### src/rtl/pencoder_rr_arbiter.sv
// pencoder_rr_arbiter
//   Shares one 3-bit encoder / 7-segment display path among 8 requesters.
//   A requester is picked in IDLE, holds the display for up to HOLD_CYCLES
//   clocks (or until it drops its request), then a one-cycle GAP precedes
//   the next arbitration.
//
//   Default build: round-robin pick starting at ptr, ptr advances past each
//   requester whose grant ends by release or expiry.
//   `define FIXED_PRIO_EN: ptr is ignored and IDLE picks the highest set
//   request index (bit 7 highest), like the 8:3 priority encoder.
//
// Ports
//   clk        system clock, rising edge
//   rst        asynchronous active-high reset
//   en         arbitration enable; low forces idle
//   req[7:0]   request lines
//   grant[7:0] registered one-hot grant, 0 when idle
//   grant_idx  binary index of the granted requester, held when idle
//   seg[6:0]   active-low segments (seg[0]=a .. seg[6]=g), blank when idle
//   flag       busy, always equal to |grant
module pencoder_rr_arbiter #(
    parameter int HOLD_CYCLES = 4,
    parameter int CNT_W       = 32
) (
    input  logic       clk,
    input  logic       rst,
    input  logic       en,
    input  logic [7:0] req,
    output logic [7:0] grant,
    output logic [2:0] grant_idx,
    output logic [6:0] seg,
    output logic       flag
);

    typedef enum logic [1:0] {
        IDLE = 2'd0,
        HOLD = 2'd1,
        GAP  = 2'd2
    } state_t;

    localparam logic [CNT_W-1:0] HOLD_LOAD = CNT_W'(HOLD_CYCLES - 1);
    localparam logic [6:0]       SEG_BLANK = 7'h7F;

    state_t           state, state_nxt;
    logic [2:0]       ptr, ptr_nxt;
    logic [CNT_W-1:0] cnt, cnt_nxt;
    logic [7:0]       grant_nxt;
    logic [2:0]       idx_nxt;
    logic [6:0]       seg_nxt;
    logic             flag_nxt;
    logic [2:0]       pick;

    // Active-low 7-segment pattern for a digit 0..7.
    function automatic logic [6:0] seg_enc(input logic [2:0] d);
        logic [6:0] s;
        case (d)
            3'd0:    s = 7'b1000000;
            3'd1:    s = 7'b1111001;
            3'd2:    s = 7'b0100100;
            3'd3:    s = 7'b0110000;
            3'd4:    s = 7'b0011001;
            3'd5:    s = 7'b0010010;
            3'd6:    s = 7'b0000010;
            default: s = 7'b1111000;
        endcase
        return s;
    endfunction

`ifdef FIXED_PRIO_EN
    // Highest set index wins: later (higher) hits overwrite earlier ones.
    function automatic logic [2:0] pick_idx(input logic [7:0] r);
        logic [2:0] idx;
        idx = 3'd0;
        for (int i = 0; i < 8; i++) begin
            if (r[i]) idx = 3'(i);
        end
        return idx;
    endfunction
`else
    // First set bit scanning p, p+1, ... mod 8. The loop runs from the far
    // end backwards so the hit closest to p is the last one written.
    function automatic logic [2:0] pick_idx(input logic [7:0] r, input logic [2:0] p);
        logic [2:0] idx;
        logic [2:0] k;
        idx = 3'd0;
        for (int i = 7; i >= 0; i--) begin
            k = p + 3'(i);
            if (r[k]) idx = k;
        end
        return idx;
    endfunction
`endif

    // State register and registered outputs
    always_ff @(posedge clk or posedge rst) begin
        if (rst) begin
            state     <= IDLE;
            ptr       <= 3'd0;
            cnt       <= '0;
            grant     <= 8'h00;
            grant_idx <= 3'd0;
            seg       <= SEG_BLANK;
            flag      <= 1'b0;
        end else begin
            state     <= state_nxt;
            ptr       <= ptr_nxt;
            cnt       <= cnt_nxt;
            grant     <= grant_nxt;
            grant_idx <= idx_nxt;
            seg       <= seg_nxt;
            flag      <= flag_nxt;
        end
    end

    // Next-state logic
    always_comb begin
        state_nxt = state;
        ptr_nxt   = ptr;
        cnt_nxt   = cnt;
        grant_nxt = grant;
        idx_nxt   = grant_idx;
`ifdef FIXED_PRIO_EN
        pick      = pick_idx(req);
`else
        pick      = pick_idx(req, ptr);
`endif
        case (state)
            IDLE: begin
                grant_nxt = 8'h00;
                if (en && (req != 8'h00)) begin
                    grant_nxt = 8'h01 << pick;
                    idx_nxt   = pick;
                    cnt_nxt   = HOLD_LOAD;
                    state_nxt = HOLD;
                end
            end
            HOLD: begin
                if (!en) begin
                    // Disable aborts the grant without moving the pointer.
                    grant_nxt = 8'h00;
                    state_nxt = IDLE;
                end else if (!req[grant_idx] || (cnt == '0)) begin
                    grant_nxt = 8'h00;
                    ptr_nxt   = grant_idx + 3'd1;
                    state_nxt = GAP;
                end else begin
                    cnt_nxt = cnt - 1'b1;
                end
            end
            GAP: begin
                grant_nxt = 8'h00;
                state_nxt = IDLE;
            end
            default: begin
                grant_nxt = 8'h00;
                state_nxt = IDLE;
            end
        endcase
    end

    // Output decode, registered alongside grant
    always_comb begin
        flag_nxt = |grant_nxt;
        seg_nxt  = flag_nxt ? seg_enc(idx_nxt) : SEG_BLANK;
    end

endmodule
### config.mk
export PLATFORM = sky130hd
export DESIGN_NAME = pencoder_rr_arbiter
export DESIGN_NICKNAME = d
export VERILOG_FILES = /design/src/rtl/pencoder_rr_arbiter.sv
export SDC_FILE = /design/constraint.sdc
export NUM_CORES = 1
export LEC_CHECK = 0
export BUFFER_PORTS_ARGS = -buffer_cell sky130_fd_sc_hd__buf_4
export CAP_MARGIN = 20
export CORE_ASPECT_RATIO = 0.5
export CORE_MARGIN = 2
export CORE_UTILIZATION = 65
export CTS_CLUSTER_SIZE = 8
export DETAILED_ROUTE_END_ITERATION = 10
export GPL_TIMING_DRIVEN = 0
export HOLD_SLACK_MARGIN = 0.05
export PLACE_DENSITY_LB_ADDON = 0.3
export SYNTH_ARGS = -nofsm -noshare
export SYNTH_HDL_FRONTEND = slang
export SYNTH_SLANG_ARGS = --single-unit
export TNS_END_PERCENT = 30
### constraint.sdc
create_clock -name clk -period 9.5 [get_ports clk]
set_input_delay 1.9 -clock clk [delete_from_list [all_inputs] [get_ports clk]]
set_output_delay 1.9 -clock clk [all_outputs]
set_load 0.05 [all_outputs]
# Yosys cells after proc, flatten, opt, wreduce, memory -nomap -nowiden
# Index checks and enable logic that the tools add are counted.
# W data, S select, Z words.
dict set report classes {
  bitwise_logic 0
  shifts 1
  div_mod_pow 0
  mux 42
  magnitude_cmp 9
  multipliers 0
  n_eq_ne 11
  reduce_logical 12
  n_addsub 9
}
# operator n
set op_table {}
lappend op_table {{$mux W32} 3}
lappend op_table {{$pmux W32 S2} 1}
lappend op_table {{$pmux W7 S7} 1}
lappend op_table {{$lt A3 B4 Y1 const B} 9}
lappend op_table {{$logic_not A32 Y1} 1}
lappend op_table {{$sub A32 B1 Y32 const B} 1}
lappend op_table {{$mux W3} 10}
lappend op_table {{$bmux W1 S3} 9}
lappend op_table {{$mux W8} 3}
lappend op_table {{$pmux W8 S2} 1}
lappend op_table {{$add A3 B3 Y3 const B} 4}
lappend op_table {{$eq A3 B3 Y1 const B} 3}
lappend op_table {{$mux W1} 9}
lappend op_table {{$reduce_bool A8 Y1} 1}
lappend op_table {{$reduce_or A8 Y1} 1}
lappend op_table {{$shl A1 B3 Y8 const A} 1}
lappend op_table {{$mux W7} 1}
lappend op_table {{$add A3 B1 Y3 const B} 2}
lappend op_table {{$add A3 B2 Y3 const B} 2}
lappend op_table {{$eq A3 B2 Y1 const B} 2}
lappend op_table {{$mux W2} 3}
lappend op_table {{$ne A2 B2 Y1 const B} 3}
lappend op_table {{$pmux W2 S2} 1}
lappend op_table {{$reduce_and A4 Y1} 1}
lappend op_table {{other kinds (11)} 11}
dict set report totals {
  mem_bits_rw 0
  latchBits 0
  input_bits 11
  reg_bits 56
  rom_bits 0
  n_memories 0
}

# Longest topological paths before layout
# Gate-level depths: netlist of the first run.
dict set report depth {
  depth_word 16
  depth_mapped 14
  ltp_nobuf 10
}

# Worst setup path after synthesis of the first run
# Ideal clock, no wire load.
dict set report synth_path {
  path_kind {in2reg}
  start {in req[2]}
  end {reg seg[6]}
  path_buffers 1
  path_stages 9
  setup_slack_ns 5.277
  arrival_time_ns 4.142
  setup_ns 0.081
  path_cell_list {clkbuf_1 mux2_1 mux4_2 o22a_1 o22ai_1 a2111o_1 mux2i_4 or4b_1 o211ai_1}
}
dict set report synth_between {
  elab_chain_cells 15
  word_cells_on_any_way 47
}
# item line_no
set synth_lines {}
lappend synth_lines {{from (decl)} 28} ;# input logic [7:0] req,
lappend synth_lines {{$bmux W1 S3} 88} ;# if (r[k]) idx = k;
lappend synth_lines {{$mux W1 (implied by the code)} 88}
lappend synth_lines {{$mux W3 (8 in a row)} 88}
lappend synth_lines {{$mux W3 or $shl A1 B3 Y8 (tied branches)} {130, 131}}
lappend synth_lines {{$mux W3 or $mux W8 (tied branches)} {127, 130}}
lappend synth_lines {{$eq A3 B3 Y1, or another cell as far along} 56} ;# case (d)
lappend synth_lines {{$pmux W7 S7 or $reduce_or A8 Y1 (tied branches)} {56, 163}}
lappend synth_lines {{$mux W7 *} 164} ;# seg_nxt = flag_nxt ? seg_enc(idx_nxt) : SEG_BLANK;
lappend synth_lines {{named net seg_nxt[6]} 49} ;# logic [6:0] seg_nxt;
lappend synth_lines {{to (signal assigned)} 110} ;# seg <= seg_nxt;
lappend synth_lines {{to (decl)} 31} ;# output logic [6:0] seg,
# The timed path passes the listed nets; every way through them passes the cells marked *. The select of a mux whose other input is x is not followed.
# A chain may end at the register's enable or synchronous reset.

# Worst setup path in the final report of the first run
# Same ends and word-level chain as after synthesis.

==> results of run 1 <==
per-layer routing:
layer | wire [um] | vias to the layer above | global-route usage, %
met1 | 3860 | 1561 | 39.1
met3 | 507 | 26 | 3.56
li1 | - | 1467 | -
met4 | 255 | 0 | 12.5
met5 | 0 | - | 0
met2 | 4510 | 147 | 49.7
power groups by stage:
stage          combinational (mW)  clock [mW]  sequential [mW]
5_1_grt                      1.23       0.193            0.376
4_1_cts                      1.13       0.183            0.366
3_5_place_dp                 1.12           0            0.370
3_3_place_gp                 1.10           0            0.365
6_report                     1.14       0.182            0.368
2_1_floorplan               0.770           0            0.478
layout by cell type, fill, tap and decap left out, drive strengths merged, types with 4 or more instances in the layout:
master / instances
a32o: 4
nand3: 4
or4: 4
o211ai: 4
nor2b: 4
mux4: 14
nor4: 11
buf: 41
ha: 5
nand2b: 7
mux2i: 11
o21ai: 11
a21o: 4
or2: 5
xnor2: 25
inv: 14
a21oi: 9
dfstp: 7
dfrtp: 49
xor2: 9
and2: 7
clkbuf: 23
nor2: 48
or3: 8
a22o: 4
nand2: 22
nor3: 16
mux2: 7
worst register-to-register path: cells and delay by family, from the launching register on:
family          cells  cell delay, ns
compound gates      4            0.82
fa+ha+maj           1            0.29
mux                 3            1.00
simple gates        1            0.54
buf+inv             3            0.51
flops               1            0.38
worst paths after layout:
check	from	to	slack [ns]	cells past startpoint
max reg2reg	ptr[1]	seg[6]	5.88	12
min reg2reg	grant[0]	grant[0]	0.54	1
max in group asynchronous	rst	seg[2]	7.20	3
min in group asynchronous	rst	cnt[16]	1.68	2
min	grant[0]	grant[0]	0.54	1
max	req[2]	seg[6]	5.06	10
synth_stat cells (4+ instances only):
cell,instances
and2_1,7
or3_1,8
inv_1,12
nor4_1,10
a21oi_1,9
a32o_1,4
nand2b_1,7
xor2_1,9
mux2_2,5
clkbuf_1,15
buf_4,4
a22o_1,4
mux4_2,14
nand2_1,22
o21ai_0,9
dfrtp_1,49
nor3_1,16
o211ai_1,4
xnor2_1,25
nor2_1,48
dfstp_2,7
a21o_1,4
buf_2,5
mux2i_1,8
nor2b_1,4
or2_2,5
ha_1,5
cell type report:
class	instances	area share, %
Buffer	27	3.40
Tap cell	73	2.14
Clock buffer	8	3.43
Multi-Input combinational cell	288	51.4
Sequential cell	56	33.0
Inverter	14	1.23
Timing Repair Buffer	29	5.39
registers in the layout, summed over array words and instances, names as in the netlist:
signal and flops:
cnt 32, grant_idx 3, seg 7, flag 1, state 2, grant 8
ptr 3
kinds of logic after synthesis:
| logic type | after synthesis | share of synthesized area (%) |
|---|---|---|
| AND/OR/NAND/NOR | 149 | 21.0 |
| multiplexers | 32 | 13.8 |
| buffers and inverters | 41 | 5.20 |
| adder cells (fa/ha/maj) | 6 | 1.91 |
| XOR/XNOR | 34 | 7.83 |
| AO/OA/AOI/OAI | 67 | 13.2 |
| flip-flops | 56 | 37.1 |
==> flow_summary.yaml, run 1 <==
synth:
  synth_seq_cells: 56
  synth-main-ff-cell: "dfrtp_1"
  async_reset_ff_share_pct: 100
  synth-edff-count: 0
  ys_types: 69
  post_synth.cell_area_avg_um2: 9.88
  syn-cell-area_um2: 3800
  synth_nets: 401
  synth_top_area_cell: "dfrtp_1"
  synthTopCellsByArea: "dfrtp_1 (32%), mux4_2 (8.3%), xnor2_1 (5.8%), dfstp_2 (4.8%), nor2_1 (4.7%)"
  synth_top_area_share_pct: 32.2
  synth_warnings: 0
  syn-instance-count: 385
  yosysSeqAreaShare_pct: 37.1
global_routing:
  grt_max_degree: 30
  track_usage_pct: 29.3
  grt_overflow: 0
  grt_pass1_wl_um: 15200
  first_global_vias: 3140
  antenna_found_initial: 0
placed_design:
  placed_area_um2: 4120
  place_ws_ns: 4.85
  dp_cells: 487
  dpl.hpwl_um: 6500
  gp_congestion: 0.937
  io_buffers: 28
clocking:
  post_cts_resized: 0
  cts_tree: "done"
  clockRootBuffer: "clkbuf_16"
  clk_pin_slew_ns: 0.07
  cts_buffers: 5
  postCtsSetupRepairBufs: 0
  cts_num_sinks: 56
  cts_hold_buf: 0
  cts_buffer_depth: 2
  clk_latency_ns: 0.28
  h-tree-depth: 2
final_layout:
  diodes: 0
  final_util_pct: 76.8
  regArea_um2: 1410
  multi_input_area_um2: 2190
  nets: 437
  syn_to_final_growth_pct: 12.3
  drive_gt1_share_pct: 22.5
  stdcell_area_um2: 4270
  fill_cells: 365
  final_cells: 495
pwr:
  ir_drop_v: 0.000325
  intPower_mw: 0.879
  pwr-share-comb_pct: 67.5
  sw_frac_of_total_pct: 48.1
  power-per-cell-area_nw_per_um2: 397
  finalPower_mw: 1.69
  power_frac_clock_pct: 10.7
  seqPwrFrac_pct: 21.7
  p_leak_nw: 1.93
  power_switching_mw: 0.814
routing:
  via_count: 3201
  drtPass1Iterations: 4
  drc_errors: 0
  drt_iter0_drc: 267
  ant_nets: 0
  viasPerCell: 6.47
  wl_per_cell_um: 18.4
  wirelength_um: 9130
floorplan:
  dieHeight_um: 58.1
  num_rows: 19
  boundaryPins: 30
  initial_utilization_pct: 68.4
  die_area_um2: 6520
  die_w_um: 112
  core_um2: 5560
job:
  cap_violations: 0
critical_path:
  crit_type: "in2reg"
  crit_buf_inv: 3
  slowest_stage: "mux4_2"
  cp-end-kind: "flip-flop"
  max_stage_delay_ns: 0.64
  critPathArrivalTime_ns: 4.64
  required_ns: 9.70
  critPathTopFamily: "compound AO/OA/AOI/OAI gates"
  path_cells: "buf_4 > clkbuf_1 > mux4_2 > a221oi_1 > a31oi_1 > and3_1 > a21oi_1 > inv_1 > or4b_1 > o211ai_1"
  start_kind: "input port"
  worst-path-max-fanout: 10
sta:
  fin_crit_sh_pct: 46.8
  fin_setup_tns_ns: 0
  fmax_mhz: 225
  setup_violations: 0
  tightest_slew_ns: 0.916
  finalClockSkew_ns: 0.00311
  fin_crit_ns: 4.44
  rsz0062_at_grt: "false"
  timing.final.ws_setup_ns: 5.06
  slew_viol_final: 0
  hold_viol_final: 0
  relSlewSlack_pct: 38.5
  holdWs_ns: 0.544
status:
  status: "completed"
hold_path:
  min_path_type: "reg2reg"
(Power assumes the default switching activity.)
==> run 2: changes to the inputs <==
--- a/config.mk
+++ b/config.mk
@@ -5,11 +5,12 @@
 export SDC_FILE = /design/constraint.sdc
 export NUM_CORES = 1
 export LEC_CHECK = 0
+export ABC_AREA = 1
 export BUFFER_PORTS_ARGS = -buffer_cell sky130_fd_sc_hd__buf_4
 export CAP_MARGIN = 20
 export CORE_ASPECT_RATIO = 0.5
 export CORE_MARGIN = 2
-export CORE_UTILIZATION = 65
+export CORE_UTILIZATION = 54
 export CTS_CLUSTER_SIZE = 8
 export DETAILED_ROUTE_END_ITERATION = 10
 export GPL_TIMING_DRIVEN = 0
==> constraint.sdc (replaced) <==
create_clock -name clk -period 4 [get_ports clk]
set_input_delay 0.8 -clock clk [delete_from_list [all_inputs] [get_ports clk]]
set_output_delay 0.8 -clock clk [all_outputs]
set_load 0.05 [all_outputs]
==> run 2 against run 1 <==
Count of clock-buffer cells in the layout is 3 lower. Die area is 15% higher. Via count is 3.9% higher. Routed wire length is 16% lower. Sequential share of layout area is 0.78 points higher. Area after synthesis is 4.0% lower. Critical path depth is 11 higher. Global-route usage is 7.4 points lower. Sequential cell count stayed put. Critical endpoint is now seg[3]. Largest cell class unchanged. Highest routed layer unchanged.
==> flow_summary.yaml, run 2 <==
status:
  status: "completed"
synth:
  ys_types: 38
  yosys.cell_count.top_type: "nand2_1"
  synth_nets: 533
  synth_seq_cells: 56
  synth-main-ff-cell: "dfrtp_1"
  post_synth.cell_area_avg_um2: 7.06
  synthTopCellsByArea: "dfrtp_1 (34%), nand2_1 (11%), nor2_1 (7.5%), inv_1 (7.4%), a21oi_1 (5.2%)"
  synth_warnings: 0
  syn-instance-count: 517
  yosysSeqAreaShare_pct: 38.6
  synth_top_area_share_pct: 33.6
  synth_top_area_cell: "dfrtp_1"
  async_reset_ff_share_pct: 100
  synthTopCellsByCount: "nand2_1 (105), nor2_1 (73), inv_1 (72)"
  synth-edff-count: 0
  syn-cell-area_um2: 3650
critical_path:
  critPathArrivalTime_ns: 3.01
  worst-path-max-fanout: 10
  slowest_stage: "dfrtp_1"
  path_cells: "buf_4 > inv_4 > ha_1 > inv_2 > nand3_1 > nand3_2 > nand2_2 > a21oi_1 > nand2_1 > nand2_1 > nand2_1 > nand2_1 > nand2_1 > nand2_2 > nand2_4 > o21ai_4 > inv_1 > nand2_1 > nor2_1 > nor2_1 > nand2_1"
  r2r_slack_ns: 1.21
  start_kind: "flip-flop"
  rr_worst_depth: 21
  crit_type: "reg2reg"
  cp-end-kind: "flip-flop"
  reg2reg_to: "seg[3]"
  max_stage_delay_ns: 0.38
  worst_path_most_repeated_cell: "nand2_1"
  required_ns: 4.22
  r2r_start: "ptr[1]"
floorplan:
  initial_utilization_pct: 55.1
  num_rows: 21
  die_area_um2: 7480
  dieHeight_um: 62.1
  core_um2: 6620
  die_w_um: 120
  boundaryPins: 30
sta:
  fin_crit_sh_pct: 69.7
  finalClockSkew_ns: 0.00817
  tightest_slew_ns: 0.537
  fin_setup_tns_ns: 0
  fin_crit_ns: 2.79
  rsz0062_at_grt: "false"
  fmax_mhz: 359
  slew_viol_final: 0
  hold_viol_final: 0
  relSlewSlack_pct: 63.9
  setup_violations: 0
placed_design:
  dpl.hpwl_um: 5840
  gp_congestion: 0.897
  io_buffers: 29
routing:
  drc_errors: 0
  drt_iter0_drc: 216
  wirelength_um: 7650
  drtPass1Iterations: 5
  wl_per_cell_um: 11.8
  viasPerCell: 5.14
  via_count: 3327
  ant_nets: 0
hold_path:
  min_path_type: "reg2reg"
  hold_depth: 1
  hold_end: "cnt[15]"
  min_from: "cnt[15]"
final_layout:
  nets: 570
  diodes: 0
  final_common_cell: "nand2_1"
  multi_input_area_um2: 1870
  regArea_um2: 1410
  reg_top3: "cnt (32), grant (8), seg (7)"
  regMostFlops: "cnt"
  fill_cells: 606
  syn_to_final_growth_pct: 14.3
  largest_reg_flops: 32
  final_cell_mix: "nand2_1 (105), nor2_1 (73), inv_1 (71)"
  drive_gt1_share_pct: 20.7
clocking:
  postCtsSetupRepairBufs: 0
  cts_tree: "done"
  h-tree-depth: 2
  clk_latency_ns: 0.29
  cts_buffers: 5
  clk_pin_slew_ns: 0.07
  cts_buffer_depth: 2
  post_cts_resized: 0
  cts_num_sinks: 56
  cts_hold_buf: 0
  clockRootBuffer: "clkbuf_16"
global_routing:
  antenna_found_initial: 0
  grt_max_degree: 33
  grt.met2_usage_pct: 37.4
  use_met1_pct: 30.1
  grt_pass1_wl_um: 13600
  first_global_vias: 3079
  use_met3_pct: 2.67
  track_usage_pct: 21.9
  grt.busiest_layer: "met2"
  grt_overflow: 0
job:
  cap_violations: 0
==> run 2: cell count changes after synthesis, sizes merged, moves of 10 or more <==
cell / delta
a21oi: +29
clkbuf: -13
inv: +69
mux2i: -11
mux4: -14
nand2: +109
nand3: +44
nor2: +36
nor3: -10
o21ai: +23
xnor2: -24
==> run 2: layer usage <==
| layer | part of all wire, % | vias up |
|---|---|---|
| met3 | 2.8 | 7 |
| met5 | 0 | - |
| met4 | 0.78 | 0 |
| met2 | 49 | 54 |
| met1 | 48 | 1550 |
| li1 | - | 1716 |
==> run 2: worst max-delay path by stage <==
| stage | startpoint | to | cells after the start |
|---|---|---|---|
| after detailed placement | req[6] | cnt[31] | 14 |
| after global placement | rst | ptr[0] | 2 |
| after CTS | ptr[1] | seg[3] | 24 |
| final | ptr[1] | seg[3] | 21 |
| after global routing | ptr[1] | seg[3] | 24 |
| after floorplan | ptr[1] | flag | 21 |
==> run 2: logic make-up after synthesis <==
family / count (synthesis) / share of synthesized area, %
AOI/OAI and AO/OA: 80 / 11.7
buffers and inverters: 91 / 10.2
xor gates and xnor gates: 3 / 1.23
and+or+nand+nor: 282 / 36.5
DFF: 56 / 38.6
adders and majority gates: 5 / 1.71
==> run 2: stage by stage <==
stage	area [um^2]	worst slack (ns)	hold slack, ns	util [%]	cells
after floorplan	3650	1.58	0.446	-	517
after global placement	3980	1.13	0.474	60.2	638
after detailed placement	4000	1.16	0.484	60.5	639
after CTS	4170	1.21	0.496	63.0	647
after global routing	4170	0.863	0.511	63.0	647
final	4170	1.21	0.493	63.0	647
==> run 2: critical path, delay by kind of cell, from the launching register on <==
kind	cells	cell delay, ns
AO/OA/AOI/OAI	2	0.29
AND/OR/NAND/NOR	14	1.13
adder cells (fa/ha/maj)	1	0.34
buffers and inverters	4	0.59
flip-flops	1	0.38
==> run 2: final cells by class <==
type	instances	area share (%)
clock buffer	5	3.00
clock inverter	3	1.02
buffer	8	1.38
timing repair buffer	30	5.70
inverter	83	7.59
sequential	56	33.8
tap	92	2.76
multi-input combinational	370	44.8
Power of run 2 is not shown: default switching activity piles up to over one toggle a cycle in this logic, so the estimate is an artifact.
==> run 3: changes to the inputs <==
--- a/config.mk
+++ b/config.mk
@@ -5,12 +5,12 @@
 export SDC_FILE = /design/constraint.sdc
 export NUM_CORES = 1
 export LEC_CHECK = 0
-export ABC_AREA = 1
+export ABC_AREA = 0
 export BUFFER_PORTS_ARGS = -buffer_cell sky130_fd_sc_hd__buf_4
 export CAP_MARGIN = 20
 export CORE_ASPECT_RATIO = 0.5
 export CORE_MARGIN = 2
-export CORE_UTILIZATION = 54
+export CORE_UTILIZATION = 61
 export CTS_CLUSTER_SIZE = 8
 export DETAILED_ROUTE_END_ITERATION = 10
 export GPL_TIMING_DRIVEN = 0
==> constraint.sdc (replaced) <==
create_clock -name clk -period 2.7 [get_ports clk]
set_input_delay 0.54 -clock clk [delete_from_list [all_inputs] [get_ports clk]]
set_output_delay 0.54 -clock clk [all_outputs]
set_load 0.05 [all_outputs]
==> run 3 against run 2 <==
The flow now finishes with violations (setup timing). Sequential cell count stayed put. Sequential share of layout area is 4.1 points lower. Cell count is 17% lower. First-iteration DRC count is 120% higher. Design area is 14% higher. Count of clock-buffer cells in the layout is 3 higher. Setup slack worse by 1.6 ns. Non-clock buffer count is 46 higher. Global-route usage is 6.8 points higher. Clock skew is 0.0011 ns higher. Routed wire length is 36% higher. Critical path depth is 10 lower. Largest cell class unchanged.
==> flow_summary.yaml, run 3 (synthesis gave the netlist of run 1 again) <==
clocking:
  clk_pin_slew_ns: 0.07
  clockRootBuffer: "clkbuf_16"
  cts_hold_buf: 0
  cts_num_sinks: 56
  clk_latency_ns: 0.30
  cts_buffers: 5
  h-tree-depth: 2
  cts_tree: "done"
  cts_buffer_depth: 2
routing:
  drtPass1Iterations: 5
  wl_per_cell_um: 19.3
  drc_errors: 0
  via_count: 3376
  viasPerCell: 6.28
  drt_iter0_drc: 466
  wirelength_um: 10400
  ant_nets: 0
floorplan:
  dieHeight_um: 59.8
  boundaryPins: 30
  die_w_um: 116
  num_rows: 20
  core_um2: 6060
  die_area_um2: 6920
  initial_utilization_pct: 62.8
sta:
  timing.final.ws_setup_ns: -0.425
  slew_viol_final: 0
  fin_crit_ns: 3.13
  fmax_mhz: 320
  rsz0062_at_grt: "true"
  finalClockSkew_ns: 0.00924
  relSlewSlack_pct: 57.3
  fin_crit_sh_pct: 116
  hold_viol_final: 0
  setup_violations: 33
  tightest_slew_ns: 0.638
pwr:
  power_frac_clock_pct: 9.7
  intPower_mw: 3.72
  p_leak_nw: 2.17
  power-per-cell-area_nw_per_um2: 1490
  power_switching_mw: 3.34
  seqPwrFrac_pct: 18.3
  pwr-share-comb_pct: 72.0
  ir_drop_v: 0.000622
  sw_frac_of_total_pct: 47.3
global_routing:
  first_global_vias: 3162
  grt_overflow: 0
  antenna_found_initial: 0
  grt_max_degree: 45
  grt_pass1_wl_um: 15200
  track_usage_pct: 28.6
placed_design:
  dpl.hpwl_um: 6540
  io_buffers: 28
  dp_cells: 502
  gp_congestion: 0.963
  place_ws_ns: -0.827
  placed_area_um2: 4180
critical_path:
  critPathArrivalTime_ns: 3.32
  cp-end-kind: "flip-flop"
  required_ns: 2.90
  start_kind: "flip-flop"
  worst-path-max-fanout: 7
  crit_type: "reg2reg"
job:
  cap_violations: 0
final_layout:
  final_cell_mix: "buf_4 (56), dfrtp_1 (48), nor2_1 (46)"
  syn_to_final_growth_pct: 24.9
  reg_top3: "cnt (32), grant (8), seg (7)"
  drive_gt1_share_pct: 35.3
  final_cells: 538
  regMostFlops: "cnt"
  stdcell_area_um2: 4750
  final_util_pct: 78.4
  fill_cells: 394
  final_common_cell: "buf_4"
  diodes: 0
  nets: 465
  largest_reg_flops: 32
status:
  status: "finished, violations left"
  failed_checks: "setup timing"
hold_path:
  min_path_type: "in2async"
run 3: cell types whose count changed in the layout (fill, tap and decap cells not counted), moves of 23 or more:
cell,before,now
a21oi_1,38,8
buf_4,30,56
inv_1,71,7
nand2_1,105,20
nand2_2,23,0
nand3_1,37,3
nor2_1,73,46
xnor2_1,0,24
run 3: layout make-up:
type	count	area (um^2)	share of cell area, %
Inverter	14	72.6	1.53
Tap cell	88	110	2.32
Clock buffer	8	156	3.29
Buffer	25	166	3.50
Timing Repair Buffer	59	470	9.91
Sequential cell	56	1410	29.7
Multi-Input combinational cell	288	2360	49.7
run 3: metrics by stage:
step	hold WS [ns]	setup TNS, ns	total power [mW]
6_report	0.198	-6.75	7.06
5_1_grt	0.215	-11.12	7.41
4_1_cts	0.202	-6.81	6.61
3_5_place_dp	0.508	-18.36	5.34
3_3_place_gp	0.516	-15.04	5.21
2_1_floorplan	0.501	-3.62	4.46
run 3: what timing repair did:
item                                    4_1_cts  5_1_grt
endpoints found under the hold margin         0        0
pin swaps                                    11       15
gates cloned                                  0        1
buffers inserted                             15       14
resized for setup                            25       41
endpoints found under the setup margin       48       50
run 3: path summary, 6_finish.rpt:
check                           startpoint  endpoint  slack (ns)  cells past startpoint
worst max-delay path                ptr[0]    seg[6]       -0.43                     11
worst min-delay path                   rst      flag        0.20                      2
worst max register to register      ptr[0]    seg[6]       -0.43                     11
worst min register to register    grant[7]  grant[7]        0.55                      1
max in group asynchronous              rst    cnt[4]        1.97                      3
min in group clk                  grant[7]  grant[7]        0.55                      1
run 3: power groups by stage:
stage / registers, mW / clock network, mW / logic, mW
floorplan: 1.68 / 0 / 2.78
global placement: 1.28 / 0 / 3.93
detailed placement: 1.30 / 0 / 4.04
global route: 1.31 / 0.717 / 5.37
finish: 1.29 / 0.684 / 5.08
CTS: 1.28 / 0.684 / 4.65
run 3: critical path: stages, from the launching register on:
cell,delay (ns)
dfrtp_1,0.38
buf_6,0.13
inv_8,0.03
ha_4,0.33
mux2_4,0.32
mux4_2,0.50
o22a_1,0.24
o22ai_1,0.13
a2111o_1,0.21
mux2i_4,0.12
or4b_4,0.50
o211ai_1,0.14
run 3: layer usage:
layer / wire length, um / global-route usage, %
met2: 5300 / 51.0
met1: 4330 / 36.0
met5: 0 / 0
met4: 265 / 12.6
met3: 515 / 3.75
